==> src/rtl/timer_pkg.sv <==
// Shared types and defaults for the lab timing blocks.
// The state encoding is fixed at 2 bits so that state can be probed the same way on every timer.
package timer_pkg;

  typedef enum logic [1:0] {
    IDLE = 2'd0,
    RUN  = 2'd1,
    HOLD = 2'd2
  } timer_state_t;

  localparam int TIMER_DEFAULT_WIDTH = 4;

endpackage

==> src/rtl/countdown_timer.sv <==
// Loadable down-counter with start/pause control, a one-cycle terminal-count pulse
// and an optional periodic reload. Every output comes straight from a flop.
module countdown_timer
  import timer_pkg::*;
#(
  parameter int WIDTH = TIMER_DEFAULT_WIDTH
) (
  input  logic             clk,
  input  logic             reset,
  input  logic             load,
  input  logic [WIDTH-1:0] load_value,
  input  logic             start,
  input  logic             pause,
  input  logic             auto_reload,
  output logic [WIDTH-1:0] count_out,
  output logic             busy,
  output logic             done
);

  timer_state_t     state_reg;
  logic [WIDTH-1:0] count_reg;
  logic [WIDTH-1:0] reload_reg;
  logic             done_reg;
  logic             busy_reg;

  always_ff @(posedge clk or negedge reset) begin
    if (!reset) begin
      state_reg  <= IDLE;
      count_reg  <= '0;
      reload_reg <= '0;
      done_reg   <= 1'b0;
      busy_reg   <= 1'b0;
    end else begin
      done_reg <= 1'b0;
      if (load) begin
        count_reg  <= load_value;
        reload_reg <= load_value;
        state_reg  <= IDLE;
        busy_reg   <= 1'b0;
      end else begin
        case (state_reg)
          IDLE: begin
            if (start && (count_reg != '0)) begin
              state_reg <= RUN;
              busy_reg  <= 1'b1;
            end
          end
          RUN: begin
            // A zero count in RUN is the terminal-count cycle (done is high now).
            if (count_reg == '0) begin
              if (auto_reload && (reload_reg != '0)) begin
                count_reg <= reload_reg;
              end else begin
                state_reg <= IDLE;
                busy_reg  <= 1'b0;
              end
            end else if (pause) begin
              state_reg <= HOLD;
            end else begin
              count_reg <= count_reg - WIDTH'(1);
              if (count_reg == WIDTH'(1)) begin
                done_reg <= 1'b1;
              end
            end
          end
          HOLD: begin
            if (!pause && start) begin
              state_reg <= RUN;
            end
          end
          default: begin
            state_reg <= IDLE;
            busy_reg  <= 1'b0;
          end
        endcase
      end
    end
  end

  assign count_out = count_reg;
  assign busy      = busy_reg;
  assign done      = done_reg;

endmodule

==> config.mk <==
export PLATFORM = sky130hd
export DESIGN_NAME = countdown_timer
export DESIGN_NICKNAME = d
export VERILOG_FILES = /design/src/rtl/timer_pkg.sv /design/src/rtl/countdown_timer.sv
export SDC_FILE = /design/constraint.sdc
export NUM_CORES = 1
export LEC_CHECK = 0
export CORE_UTILIZATION = 51
export CTS_BUF_LIST = sky130_fd_sc_hd__clkbuf_4 sky130_fd_sc_hd__clkbuf_8
export CTS_CLUSTER_SIZE = 25
export DETAILED_ROUTE_END_ITERATION = 10
export GPL_TIMING_DRIVEN = 0
export MAX_ROUTING_LAYER = met4
export PLACE_DENSITY = 0.86
export SYNTH_ARGS = -nofsm -noshare
export SYNTH_HDL_FRONTEND = slang
export SYNTH_SLANG_ARGS = --single-unit
==> constraint.sdc <==
create_clock -name clk -period 1.9 [get_ports clk]
set_input_delay 0.38 -clock clk [delete_from_list [all_inputs] [get_ports clk]]
set_output_delay 0.38 -clock clk [all_outputs]
set_load 0.1 [all_outputs]
==> flow_summary.toml <==
[worst_setup_path]
r2r-start = "count_out[0]"
timing.critical_path.cells = "clkdlybuf4s15_1"
reg2reg_depth = 6
rr_endpoint = "count_out[3]"
endpoint_kind = "primary output"
crit_type = "reg2out"
crit_buf_inv = 1
required_ns = 1.52
worstPathArrival_ns = 1.44
critPathMaxFanout = 2
r2r_setup_slack_ns = 0.09
critPathMaxStageDelay_ns = 0.82
cp-start-kind = "flip-flop"
crit_family = "buffers and inverters"
cp-startpoint = "busy"
slowest_stage = "clkdlybuf4s15_1"

[clocking]
path_clk_slew_ns = 0.08
worstSkewPairLatency_ns = 0.27
htreeDepth = 1
cts-buffers-inserted = 3
clkSinkCount = 12
root_buffer = "clkbuf_4"
cts_hold_buf = 0
cts_tree = "yes"
clock_path_buffers = 2

[drt]
postRouteWirelength_um = 1590
wl_per_cell_um = 14.6
detail-route-antenna-nets = 0
drc = 0
first_pass_iters = 4
first_iter_violations = 22
vias = 637
vias_per_cell = 5.84

[placement]
io_buffers = 14
post-dp-hpwl_um = 1100
place_congestion = 0.912
postPlaceCellArea_sq_um = 906

[timing]
slew_violations = 0
setup_tns_ns = 0
fin_crit_ns = 1.82
setup_viol = 0
max_slew_margin_pct = 37.2
fmax_ghz = 0.549
finalHoldViolCount = 0
worst_slew_pin_slew_ns = 0.946
fin_crit_sh_pct = 95.9
finClkSkew_ns = 0.00377

[floorplan]
die_area_sq_mm = 0.00160
io_pins = 16
start_util_pct = 55.9
die_h_um = 40.0
core_sq_mm = 0.00132
rows = 13
die_w_um = 40.0

[global_routing]
grt_max_degree = 13
grt_pass1_vias = 548
antenna_found_initial = 0
grt_usage_pct = 24.6
gr-total-overflow = 0
grt_pass1_wl_um = 2480

[yosys]
yosys.area_share.adder_pct = 3.40
synthMuxAreaShare_pct = 7.98
seq_area_frac_synth_pct = 40.7
synth_top_family_by_area = "simple AND/OR/NAND/NOR gates"
synth_cells = 74
netlist_area_sq_um = 737
avgSynthCellArea_sq_um = 9.96
syn-num-nets = 86
synth_cell_types = 31
synthXorXnorAreaFrac_pct = 0
synth-simple-area-share_pct = 25.3
synth-compound-area-share_pct = 19.5
yosysWarnings = 0
synth_seq_cells = 12

[finish]
finish.instance_area_sq_um = 971
n_antenna_cell = 0
nets = 107
area_growth_pct = 31.7
drive_above_1_share_pct = 25.5

[power]
p_leak_nw = 0.398
p_per_area_mw_per_mm2 = 793
vdd_drop_max_mv = 0.578

[flow_run]
maxCapViolCount = 0

[hold_path]
hold_path_class = "in2async"

[outcome]
outcome = "finished, final reports clean"
[area by class of cell]
cell class / instances / area, sq um
buffer: 2 / 7.51
multi-input combinational: 56 / 427
clock buffer: 4 / 36.3
tap: 15 / 18.8
timing repair buffer: 16 / 159
fill: 92 / 347
inverter: 4 / 15.0
sequential: 12 / 308
[Yosys cell counts, drive strengths merged]
| cell | n | share of area [%] |
|---|---|---|
| a211oi | 1 | 1.0 |
| a21o | 1 | 1.0 |
| a21oi | 6 | 4.1 |
| clkbuf | 2 | 1.0 |
| dfrtp | 12 | 41 |
| ha | 2 | 3.4 |
| inv | 4 | 2.0 |
| mux2 | 4 | 6.6 |
| mux2i | 1 | 1.4 |
| nand2 | 4 | 2.0 |
| nand2b | 3 | 2.5 |
| nand3 | 1 | 0.68 |
| nand3b | 1 | 1.0 |
| nand4 | 1 | 0.85 |
| nor2 | 5 | 2.9 |
| nor2b | 5 | 4.2 |
| nor3 | 4 | 2.7 |
| nor3b | 2 | 3.6 |
| nor4b | 2 | 2.4 |
| o21ai | 5 | 3.4 |
| o21ba | 1 | 1.4 |
| o311a | 2 | 2.7 |
| o311ai | 1 | 1.2 |
| o31ai | 1 | 1.0 |
| o41ai | 1 | 3.7 |
| or2b | 1 | 1.2 |
| or3b | 1 | 1.2 |
[cell families (layout without fill, tap and decap cells)]
kind of cell / Yosys count / count (layout)
buffers and inverters: 6 / 26
and+or+nand+nor: 30 / 30
DFF: 12 / 12
adders and majority gates: 2 / 2
muxes: 5 / 5
AOI/OAI and AO/OA: 19 / 19
[power breakdown]
| part | leakage, nW | internal [mW] | switching [mW] | total (mW) |
|---|---|---|---|---|
| logic | 0.232 | 0.0882 | 0.157 | 0.246 |
| registers | 0.145 | 0.282 | 0.0371 | 0.319 |
| clock network | 0.0210 | 0.117 | 0.0886 | 0.205 |
| total | 0.398 | 0.486 | 0.283 | 0.770 |
[cells in the final DEF, fill, tap and decap left out, types with 2 or more instances in the layout]
cell,instances
dfrtp_4,2
clkbuf_1,2
nor4b_1,2
inv_1,2
nand2b_1,3
nor3_1,4
o21ai_0,4
clkdlybuf4s50_1,8
buf_4,2
nor2_1,4
dfrtp_1,10
nand2_1,4
clkdlybuf4s15_2,4
o311a_1,2
inv_2,2
a21oi_1,6
mux2_2,3
clkbuf_4,3
nor2b_1,5
[layer usage]
layer	routed length, um	up-vias	track usage (%)
met5	0	-	-
met3	86	4	6.67
met1	723	297	31.7
li1	-	311	-
met4	16	0	11.2
met2	766	25	35.9
[worst max path at each step]
stage                         to  slack [ns]  cells after the start
floorplan           count_out[2]       0.006                      4
global placement    count_out[3]       -0.16                      1
detailed placement  count_out[2]       -0.17                      1
CTS                 count_out[3]       0.008                      6
global route        count_out[3]      -0.003                      6
finish                      busy        0.08                      1
[timing repair]
item,4_1_cts,5_1_grt
setup buffers,0,2
setup endpoints to repair,6,6
gates resized for setup,14,2
[per-stage QoR]
stage	utilization, %	total power, mW	instances	setup WS [ns]	hold WS (ns)
4_1_cts	71.7	0.764	107	0.00757	0.469
3_5_place_dp	68.8	0.561	103	-0.167	0.507
2_1_floorplan	-	0.490	74	0.00568	0.0844
6_report	73.7	0.770	109	0.0773	0.446
3_3_place_gp	68.8	0.558	103	-0.156	0.509
5_1_grt	73.7	0.803	109	-0.00254	0.503
Note: power is estimated with default switching activity, not from simulation.
==> edit 1 (config.mk and constraints unchanged) <==
Put one more register stage on the output `count_out`, without a reset. The value now appears one clock later. The other outputs are not delayed to match.
--- a/src/rtl/countdown_timer.sv
+++ b/src/rtl/countdown_timer.sv
@@ -77,7 +77,9 @@
     end
   end
 
-  assign count_out = count_reg;
+  always_ff @(posedge clk) begin
+    count_out <= count_reg;
+  end
   assign busy      = busy_reg;
   assign done      = done_reg;
 
Function: changed (a bounded check fails within 4 cycles, from zero or initial values and one cycle with reset low).
==> edit 1 against the original RTL <==
Sequential cell count grew 4. Count of clock-buffer cells in the layout is the same. Critical path type unchanged. Largest power group unchanged. Power grew 15%. Area after synthesis grew 12%. Utilization shrank 5.8 points. Setup slack lost 15 ps. Sequential share of layout area grew 5.6 points. Fmax shrank 0.83%. Final area grew 5.3%. Routed wire length grew 8.1%.
==> edit 1: results (changes against the original RTL) <==
Clock tree
  • Clk Latency, worst-skew pair: 290 ps (+20 ps)
  • Clk slew on worst S/H paths: 90 ps
  • CTS Buf Count: 3 (unchanged)
  • Cts repair resizes: 7 (-7)

Global routing
  • GR Util met1: 26.4% (-5.3 points)
  • First-pass GRT wire length: 2870 µm (+16%)
  • Largest net degree at the start of global routing: 13 (unchanged)
  • Grt met3 use: 2.59% (-4.1 points)
  • GRT Resource Usage Total: 22.0% (-2.6 points)
  • Vias in the first global route: 659 (+20%)
  • Grt met2 use: 37.2% (+1.3 points)

Layout
  • Diodes inserted: 0 (unchanged)
  • Share of layout cells above drive strength 1: 18.2% (-7.4 points)
  • Fin nets: 112 (+4.7%)
  • FILL cells: 123 (+34%)
  • Finished Layout Cells: 115 (+5.5%)

Synthesis
  • Synthesized area per cell: 10.3 µm² (+3.3%)
  • Post-synth top cells: dfrtp_1, a21oi_1, inv_1, nand2_1, nor3_1
  • Distinct cells, synth: 32 (+3.2%)
  • Synth top area cells: dfrtp_1, dfxtp_1, mux2_2
  • Mapped Nets: 92 (+7.0%)
  • Asr flop ratio synth: 75.0% (-25 points)
  • Compound-Gate Fraction of Synth Area: 16.6% (-3.0 points)
  • Post-synthesis adder-cell area fraction: 3.04% (-0.36 points)
  • Seq/Total Area, Yosys: 46.2% (+5.5 points)
  • Post-synthesis mux area share: 7.14% (-0.84 points)

Drt
  • Wire length on met3: 80 µm (-7.0%)
  • Top sig layer: met4
  • DR vias: 696 (+9.3%)
  • WL/cell: 15.0 µm (+2.5%)
  • Initial DRC Count: 14 (-36%)
  • WL met1: 744 µm (+2.9%)
  • Met2 WL: 861 µm (+12%)

STA
  • Slew at the pin closest to its max-slew limit: 949 ps (+3.67 ps)
  • Layout Skew: 5.27 ps (+1.50 ps)
  • Fin Hold WS: 446 ps (+0.639 ps)
  • Final period utilization: 96.7% (+0.80 points)

Critical path
  • Crit path arrival time: 1460 ps (+20 ps)
  • Critical path peak fanout: 1 (-1)
  • Max stage delay cell, worst path: dlygate4sd2_1
  • CP max stage delay: 840 ps (+20 ps)
  • R2R Setup Slk: 70 ps (-20 ps)

Pwr
  • Leakage: 0.425 nW (+6.7%)
  • VDD IR max: 0.500 mV (-14%)

Run status
  • Status: finished, final reports clean

Place
  • Port Buf Inserts: 14 (unchanged)
  • GP Congestion: 0.885 (-3.0%)
  • Placed cell areas: 983 µm² (+8.6%)
  • DP Worst Slack: 34.8 ps (+202 ps)
  • Hpwl dp: 1240 µm (+13%)
## edit 1: path summary, 6_finish.rpt
path / from / endpoint / depth (start not counted)
worst min register to register: count_reg[0] / count_out[0] / 0
min in group clk: count_reg[0] / count_out[0] / 0
worst max-delay path: done / done / 1
worst max register to register: count_reg[0] / count_reg[0] / 6
max in group asynchronous: reset / count_reg[0] / 1
worst min-delay path: reset / state_reg[1] / 1
## edit 1: power breakdown
part	leakage (nW)	total (mW)	switching, mW	internal [mW]
clock	0.0210	0.224	0.107	0.117
sequential	0.179	0.413	0.0400	0.373
combinational	0.225	0.245	0.161	0.0838
total	0.425	0.882	0.308	0.574
## edit 1: final cells by class
class,instances,area (µm²),share of cell area (%)
multi-input combinational,57,422,41.2
sequential,16,382,37.3
timing repair buffer,15,136,13.3
clock buffer,4,36.3,3.55
tap,16,20.0,1.96
inverter,5,18.8,1.84
buffer,2,7.51,0.734
==> edit 2 (config.mk and constraints unchanged) <==
Without the edit above. Change the package constant `TIMER_DEFAULT_WIDTH` from 4 to 6.
--- a/src/rtl/timer_pkg.sv
+++ b/src/rtl/timer_pkg.sv
@@ -8,7 +8,7 @@
     HOLD = 2'd2
   } timer_state_t;
 
-  localparam int TIMER_DEFAULT_WIDTH = 4;
+  localparam int TIMER_DEFAULT_WIDTH = 6;
 
 endpackage
 
Ports: changed (resized count_out and load_value); port bits go from 16 to 20. The function was not compared with the original's and may differ.
==> edit 2 against the original RTL <==
The flow now finishes with violations (negative setup slack). Sequential cell count increased by 4. Die area increased by 28%. Synthesized cell count increased by 38%. Register-to-register slack got worse by 190 ps. Power increased by 38%. Final area increased by 47%. Setup slack got worse by 170 ps. Area after synthesis increased by 30%. Routed wire length increased by 77%. Sequential share of layout area decreased by 2.8 points. Critical endpoint is now count_out[2]. Highest routed layer unchanged.
==> edit 2: results (changes against the original RTL) <==
Place
  • Dpl cells: 145 (+41%)
  • Placed cell areas: 0.00122 mm² (+35%)
  • GP Congestion: 0.866 (-5.1%)
  • Hpwl dp: 1540 µm (+40%)
  • Port Buf Inserts: 18 (+4)

Global routing
  • GRT Resource Usage Total: 28.0% (+3.4 points)
  • Largest net degree at the start of global routing: 17 (+4)
  • First-pass GRT wire length: 3930 µm (+58%)
  • Vias in the first global route: 825 (+51%)

Synthesis
  • Mapped Nets: 117 (+36%)
  • Xor/xnor share of the synthesized area: 0% (unchanged)
  • Compound-Gate Fraction of Synth Area: 22.8% (+3.3 points)
  • Distinct cells, synth: 34 (+9.7%)
  • Post-synthesis adder-cell area fraction: 3.92% (+0.52 points)
  • Main combinational cell family by area after synthesis: compound AO/OA/AOI/OAI gates
  • Synth top area cells: dfrtp_1, mux2_2, ha_1
  • Cell count after synthesis: 102 (+38%)
  • Post-synthesis mux area share: 5.74% (-2.2 points)
  • Seq/Total Area, Yosys: 41.8% (+1.0 points)
  • Post-synth top cells: dfrtp_1, inv_1, nor2_1
  • Ys flop type: dfrtp_1

Critical path
  • CP max stage delay: 520 ps (-300 ps)
  • Crit path arrival time: 2170 ps (+730 ps)
  • R2r worst-path depth: 7 (+1)
  • RR Endpoint: count_out[2]
  • Critical path class: reg2reg
  • Critical path peak fanout: 5 (+3)
  • Max stage delay cell, worst path: dfrtp_4

STA
  • Final worst slack: -96.4 ps (-174 ps)
  • Fin Hold WS: 490 ps (+44.3 ps)
  • Slew margin rel.: 37.0% (-0.25 points)
  • Layout Skew: 3.00 ps (-0.767 ps)
  • Final Setup Violations: 7 (+7)

Drt
  • Vias/cell: 6.07 (+3.8%)
  • DR vias: 989 (+55%)
  • WL/cell: 17.3 µm (+19%)
  • Initial DRC Count: 31 (+41%)

Clock tree
  • # H-tree levels: 1 (unchanged)
  • Clk Latency, worst-skew pair: 300 ps (+30 ps)
  • CTS Buf Count: 3 (unchanged)
  • Clk slew on worst S/H paths: 100 ps (+20 ps)

Run status
  • Failing checks: negative setup slack
  • Status: finished, violations left

Layout
  • Share of layout cells above drive strength 1: 39.1% (+14 points)
  • FILL cells: 101 (+9.8%)

Pwr
  • VDD IR max: 0.559 mV (-3.4%)
  • Leakage: 0.562 nW (+41%)

Floorplanning
  • Core area: 0.00175 mm² (+32%)
==> edit 2: cell types whose count changed in the layout (fill, tap and decap cells not counted), sizes merged, moves of 3 or more <==
cell / before / now
a221oi: 0 / 3
nor2: 5 / 9
o31ai: 1 / 4
nand3: 1 / 4
dfrtp: 12 / 16
o21ai: 5 / 8
buf: 2 / 13
nand2: 4 / 7
inv: 4 / 8
==> edit 2: worst min path at each step <==
| stage | depth (start not counted) | startpoint | endpoint |
|---|---|---|---|
| 5_1_grt | 1 | reset | reload_reg[4] |
| 6_report | 1 | reset | done |
| 2_1_floorplan | 0 | reset | busy |
| 4_1_cts | 1 | reset | reload_reg[4] |
| 3_3_place_gp | 1 | reload_reg[3] | reload_reg[3] |
| 3_5_place_dp | 2 | reload_reg[1] | reload_reg[1] |
==> edit 2: logic make-up after synthesis <==
| family | count (synthesis) |
|---|---|
| compound gates | 29 |
| fa+ha+maj | 3 |
| buf+inv | 11 |
| flops | 16 |
| mux | 5 |
| simple gates | 38 |
==> edit 2: layout make-up <==
cell class / instances / share of cell area, %
multi-input combinational: 76 / 43.5
timing repair buffer: 31 / 19.7
sequential: 16 / 28.9
buffer: 3 / 0.787
tap: 25 / 2.19
inverter: 8 / 2.45
clock buffer: 4 / 2.54
==> edit 2: worst max-delay path: cells and delay by family (launching register included) <==
kind,cells,cell delay [ps]
simple gates,2,620
flops,1,520
compound gates,3,500
fa+ha+maj,1,130
buf+inv,1,90
==> edit 2: what timing repair did <==
action / in CTS / in global routing
pin swaps: 2 / 8
cloned: 1 / 0
gates resized for setup: 20 / 13
setup buffers: 4 / 9
setup endpoints to repair: 14 / 11
==> edit 2: metrics by stage <==
step | setup TNS [ps] | setup slack, ps | util [%]
5_1_grt | -815 | -154 | 81.9
3_5_place_dp | -503 | -117 | 69.8
3_3_place_gp | -335 | -81.2 | 69.8
2_1_floorplan | -313 | -89.2 | -
6_report | -344 | -96.4 | 81.9
4_1_cts | -109 | -51.8 | 74.9
==> edit 2: metal layers <==
metal | GRT usage, % | wire [µm]
met4 | 7.27 | 67
met2 | 42.9 | 1410
met3 | 5.60 | 203
met5 | - | 0
met1 | 37.9 | 1150
==> edit 2: where the power goes <==
| group | switching, mW | internal (mW) |
|---|---|---|
| Combinational | 0.258 | 0.149 |
| Sequential | 0.0437 | 0.376 |
| Clock | 0.122 | 0.117 |
| Total | 0.423 | 0.642 |
